--- config.mk ---
export PLATFORM = sky130hd
export DESIGN_NAME = lcd_page_buffer
export DESIGN_NICKNAME = d
export VERILOG_FILES = /design/src/rtl/lcd_page_buffer.sv
export SDC_FILE = /design/constraint.sdc
export NUM_CORES = 1
export LEC_CHECK = 0
export ABC_AREA = 1
export BUFFER_PORTS_ARGS = -buffer_cell sky130_fd_sc_hd__buf_2
export CAP_MARGIN = 0
export CORE_MARGIN = 5
export CORE_UTILIZATION = 40
export CTS_CLUSTER_DIAMETER = 40
export DETAILED_ROUTE_END_ITERATION = 8
export PLACE_DENSITY = 0.62
export SLEW_MARGIN = 40
export SYNTH_ARGS = -nofsm -noshare
export SYNTH_HDL_FRONTEND = slang
export SYNTH_SLANG_ARGS = --single-unit
--- constraint.sdc ---
create_clock -name clk -period 2 [get_ports clk]
set_input_delay 0.2 -clock clk [delete_from_list [all_inputs] [get_ports clk]]
set_output_delay 0.2 -clock clk [all_outputs]
set_load 0.05 [all_outputs]
--- src/rtl/lcd_page_buffer.sv ---
// Fetches one 8x8-block image page from ROM, transposes it into 64 LCD column
// bytes, then streams the columns to the LCD controller one data_next at a time.
module lcd_page_buffer (
  input  logic        clk,
  input  logic        rst,
  input  logic        data_request,
  input  logic [6:0]  addr,
  input  logic        data_next,
  output logic        data_ack,
  output logic [7:0]  data,
  output logic        busy,
  output logic [12:0] rom_addr,
  input  logic [7:0]  rom_data
);

  typedef enum logic [1:0] {S_IDLE, S_FETCH, S_ACK, S_STREAM} state_t;

  state_t      r_state;
  state_t      w_state_next;
  logic [6:0]  r_page;
  logic [6:0]  r_fetch_cnt;
  logic [5:0]  r_rd_ptr;
  logic [12:0] r_rom_addr;

  logic [5:0]  w_cap_idx;
  logic        w_cap_en;
  logic [7:0]  w_bank_rd [0:7];

  // ROM data lags the address by one cycle, so fetch count n captures byte n-1.
  assign w_cap_idx = r_fetch_cnt[5:0] - 6'd1;
  assign w_cap_en  = (r_state == S_FETCH) && (r_fetch_cnt != 7'd0);

  always_ff @(posedge clk) begin
    if (rst) begin
      r_state <= S_IDLE;
    end else begin
      r_state <= w_state_next;
    end
  end

  always_comb begin
    w_state_next = r_state;
    case (r_state)
      S_IDLE:   if (data_request) w_state_next = S_FETCH;
      S_FETCH:  if (r_fetch_cnt == 7'd64) w_state_next = S_ACK;
      S_ACK:    w_state_next = S_STREAM;
      S_STREAM: if (data_next && (r_rd_ptr == 6'd63)) w_state_next = S_IDLE;
      default:  w_state_next = S_IDLE;
    endcase
  end

  always_ff @(posedge clk) begin
    if (rst) begin
      r_page      <= 7'd0;
      r_fetch_cnt <= 7'd0;
      r_rd_ptr    <= 6'd0;
      r_rom_addr  <= 13'd0;
    end else begin
      case (r_state)
        S_IDLE: begin
          if (data_request) begin
            r_page      <= addr;
            r_rom_addr  <= {addr, 6'd0};
            r_fetch_cnt <= 7'd0;
          end
        end
        S_FETCH: begin
          r_fetch_cnt <= r_fetch_cnt + 7'd1;
          if (r_fetch_cnt < 7'd63) begin
            r_rom_addr <= {r_page, r_fetch_cnt[5:0] + 6'd1};
          end
        end
        S_ACK: begin
          r_rd_ptr <= 6'd0;
        end
        S_STREAM: begin
          if (data_next) r_rd_ptr <= r_rd_ptr + 6'd1;
        end
        default: ;
      endcase
    end
  end

  // Bank gi holds column 8*blk+gi, indexed by blk; bit row comes from ROM bit 7-gi.
  genvar gi;
  generate
    for (gi = 0; gi < 8; gi++) begin : g_bank
      logic [7:0] r_bank [0:7];

      always_ff @(posedge clk) begin
        if (w_cap_en) begin
          r_bank[w_cap_idx[2:0]][w_cap_idx[5:3]] <= rom_data[7-gi];
        end
      end

      assign w_bank_rd[gi] = r_bank[r_rd_ptr[5:3]];
    end
  endgenerate

  always_comb begin
    busy     = (r_state != S_IDLE);
    data_ack = (r_state == S_ACK);
    data     = 8'h00;
    if ((r_state == S_ACK) || (r_state == S_STREAM)) begin
      data = w_bank_rd[r_rd_ptr[2:0]];
    end
  end

  assign rom_addr = r_rom_addr;

endmodule

==> summary.md <==
| Metric | Value |
|---|---|
| Final hold violation count | `0` |
| Residual DRC | `0` |
| Filler cells | `4616` |
| Count of final setup violators | `114` |
| Reg area | `16100 um^2` |
| Met2 WL | `29600 um` |
| Post-route setup slack | `-0.723 ns` |
| TritonRoute pass-1 iters | `6` |
| Clock slew at reported path FFs | `approximately 0.05 ns` |
| Cell Area, Placed | `~25000 um^2` |
| Class of the worst hold path | `in2reg` |
| GP Congestion | `0.809` |
| Share of post-route cells with drive strength above 1 | `0.301` |
| Cell Area, Synth | `roughly 23000 um^2` |
| #FFs+latches synth | `between 500 and 600` |
| Worst Hold Launch | `rom_data[0]` |
| Critical Path RT | `roughly 1.8 ns` |
| Distinct cells, synth | `32` |
| Average size of a mapped cell | `11.2 um^2` |
| Final wirelength | `61800 um` |
| Worst relative slew slack | `0.496` |
| Min Tclk post-route | `2.72 ns` |
| CP startpoint kind | `flop` |
| Failing checks | `setup timing` |
| Pin count of the biggest net entering global routing | `65` |
| Hpwl dp | `33700 um` |
| Initial antenna violation count | `0` |
| Design Area, Final | `a little over 30000 um^2` |
| Maximum clock frequency | `367 MHz` |
| Vias per cell | `around 5.3` |
| Diode count | `0` |
| Clock sinks | `550` |
| Layout Cells excl Fill | `between 3000 and 4000` |
| Leak | `between 10 and 15 nW` |
| Post-synth top flop | `edfxtp_1` |
| CTS tree | `yes` |
| Top Metal Used | `met4` |
| Die height | `between 200 and 250 um` |
| Slew @ Worst Pin | `0.756 ns` |
| Max Clock Skew | `0.0240 ns` |
| Sequential area share after synthesis | `0.710` |
| Status | `finished with violations` |
| Number of max-slew violations in the final report | `0` |
| Inst Count DP | `2862` |
| Area of the multi-input gates | `7210 um^2` |
| EDFF count, synth | `512` |
| Synthesis warning total | `0` |
| Initial core utilization | `0.403` |
| Die width | `between 200 and 250 um` |
| Grt ovf | `0` |
| Synthesized Nets | `slightly above 2000` |
| Layout overhead on the synthesized area | `35.8%` |
| Wire length on met3 | `roughly 4400 um` |
| Cells after synthesis | `2023` |
| Clock tree buffer depth | `3` |
| Post-DRT Antenna Nets | `0` |
| VDD IR-drop max | `1080 uV` |
| # rows | `87` |
| Drt initial violations | `~1500` |
| Final core occ | `0.547` |
| Max_cap viols | `0` |
| Arr. time, crit path | `~2.5 ns` |
| Clock root buffer master | `clkbuf_16` |
| Vias | `16329` |
| Power per cell area | `between 1000 and 1500 nW/um^2` |
| FFs w/ async S/R, synth | `0` |
| RSZ-0062 raised after global routing | `true` |
| Critical Path Sink Type | `primary output` |
| Worst R2R End | `g_bank[5].r_bank[5][4]$_DFFE_PP_` |
| Avg WL per Cell | `20.1 um` |
| First-pass GRT wire length | `91300 um` |
| FF-to-FF path depth | `8` |
| H-tree level count | `3` |
| CP max FO | `7` |
| Nets@finish | `about 2300` |
| Pre-CTS setup slack | `-0.194 ns` |
| Total GRT Usage | `0.192` |
| Die Area | `61700 um^2` |
| Met1 wire length | `25800 um` |
| Crit share post-route | `1.36` |
| Overall Power | `~32 mW` |
| CTS Buf Count | `81` |
| Worst R2R Setup Slack | `-0.07 ns` |
| Worst skew pair latency | `approximately 0.6 ns` |
| Port Buffers | `41` |
| Ports | `42` |
| CP endpoint | `data[3]` |
| Number of global-route vias before repair | `15956` |
| Critical Setup Path Class | `reg2out` |
| Core Box Area | `56400 um^2` |
| Reg-to-Reg Start | `r_fetch_cnt[1]$_SDFFE_PP0P_` |
-- logic make-up (layout without fill, tap and decap cells) --
logic type                 count (synthesis)  after routing  share of synthesized area
and+or+nand+nor                         1238           1238                      0.231
xor gates and xnor gates                   6              6                    0.00264
DFF                                      550            550                      0.710
adders and majority gates                  8              8                    0.00440
AOI/OAI and AO/OA                         70             71                     0.0164
buffers and inverters                    151            445                     0.0356
-- critical path: stages, from the launching register on --
cell and delay (ns):
dfxtp_4 0.39, inv_12 0.09, buf_12 0.14, clkbuf_16 0.16
buf_8 0.13, nand2_1 0.06, nand3_2 0.07, nand3_1 0.10
nand2_1 0.08, nand2_1 0.08, nand3_2 0.10, nand3_4 0.08
a21oi_4 0.24, buf_12 0.17
-- cell type report --
| cell class | count | area share |
|---|---|---|
| Clock buffer | 91 | 0.0689 |
| Clock inverter | 56 | 0.0180 |
| Inverter | 33 | 0.00450 |
| Multi-Input combinational cell | 1323 | 0.234 |
| Sequential cell | 550 | 0.523 |
| Tap cell | 756 | 0.0306 |
| Timing Repair Buffer | 265 | 0.121 |
-- state kept, by name (all words and copies together) (netlist names), named ones only --
register / cells
r_fetch_cnt: 7
r_page: 7
r_state: 2
r_rd_ptr: 6
g_bank.r_bank: 512
rom_addr: 13
-- metal layers --
layer	vias to the layer above	track usage
li1	7565	-
met1	7945	0.255
met2	651	0.307
met3	168	0.0448
met4	0	0.0743
met5	-	0
-- worst min path at each step --
stage                                                  end  depth (start not counted)
final                     g_bank[7].r_bank[5][0]$_DFFE_PP_                          1
after global routing      g_bank[7].r_bank[5][0]$_DFFE_PP_                          1
after CTS                          r_state[1]$_SDFFE_PP0P_                          4
after detailed placement          rom_addr[0]$_SDFFE_PP0P_                          2
after global placement            rom_addr[1]$_SDFFE_PP0P_                          2
after floorplan                r_fetch_cnt[0]$_SDFFE_PP0P_                          1
-- power by group --
part           switching (mW)  internal, mW
clock network            5.28          8.65
registers               0.187          13.0
logic                    3.33          1.57
total                    8.80          23.2
-- per-stage QoR --
stage | TNS [ns] | hold slack, ns
CTS | -5.58 | 0.0543
finish | -7.29 | 0.0810
global placement | -0.827 | 0.454
global route | -25.06 | 0.0812
detailed placement | -22.94 | 0.460
floorplan | -65.06 | 0.269
-- cell usage in the layout, fill, tap and decap left out, types with 9 or more instances in the layout --
| master | netlist | final |
|---|---|---|
| nand2_1 | 681 | 616 |
| edfxtp_1 | 512 | 512 |
| nand3_1 | 444 | 319 |
| nand3_2 | 0 | 124 |
| clkbuf_16 | 0 | 99 |
| buf_12 | 0 | 81 |
| nand2_2 | 7 | 61 |
| buf_4 | 19 | 58 |
| nor2_4 | 1 | 50 |
| buf_6 | 15 | 42 |
| buf_2 | 36 | 33 |
| dfxtp_1 | 38 | 32 |
| o21ai_0 | 32 | 31 |
| nor2_1 | 96 | 27 |
| nor2_2 | 3 | 23 |
| inv_1 | 26 | 22 |
| a21oi_1 | 26 | 17 |
| inv_6 | 0 | 14 |
| clkinv_2 | 0 | 14 |
| buf_16 | 0 | 14 |
| buf_8 | 1 | 13 |
| dlygate4sd3_1 | 0 | 9 |
-- synth_stat cells, types with 2 or more instances --
| cell | n | area, um^2 |
|---|---|---|
| a21oi_1 | 26 | 130 |
| a31oi_1 | 7 | 43.8 |
| buf_1 | 19 | 71.3 |
| buf_2 | 36 | 180 |
| buf_4 | 19 | 143 |
| buf_6 | 15 | 169 |
| clkbuf_1 | 28 | 105 |
| dfxtp_1 | 38 | 761 |
| edfxtp_1 | 512 | 15400 |
| ha_1 | 8 | 100 |
| inv_1 | 26 | 97.6 |
| inv_2 | 5 | 18.8 |
| nand2_1 | 681 | 2560 |
| nand2_2 | 7 | 43.8 |
| nand3_1 | 444 | 2220 |
| nand4_1 | 2 | 12.5 |
| nor2_1 | 96 | 360 |
| nor2_2 | 3 | 18.8 |
| nor3_1 | 3 | 15.0 |
| o21ai_0 | 32 | 160 |
| o21ai_2 | 2 | 17.5 |
| xor2_1 | 4 | 35.0 |
-- repair_timing --
action                     in CTS  in global routing
buffers inserted               13                 18
pin swaps                      25                128
hold buffers                    9                  0
resized for setup              77                314
cloned                         11                 19
setup endpoints to repair     520                494
hold endpoints to repair       20                  0
Power figures use the tool's default switching activity.
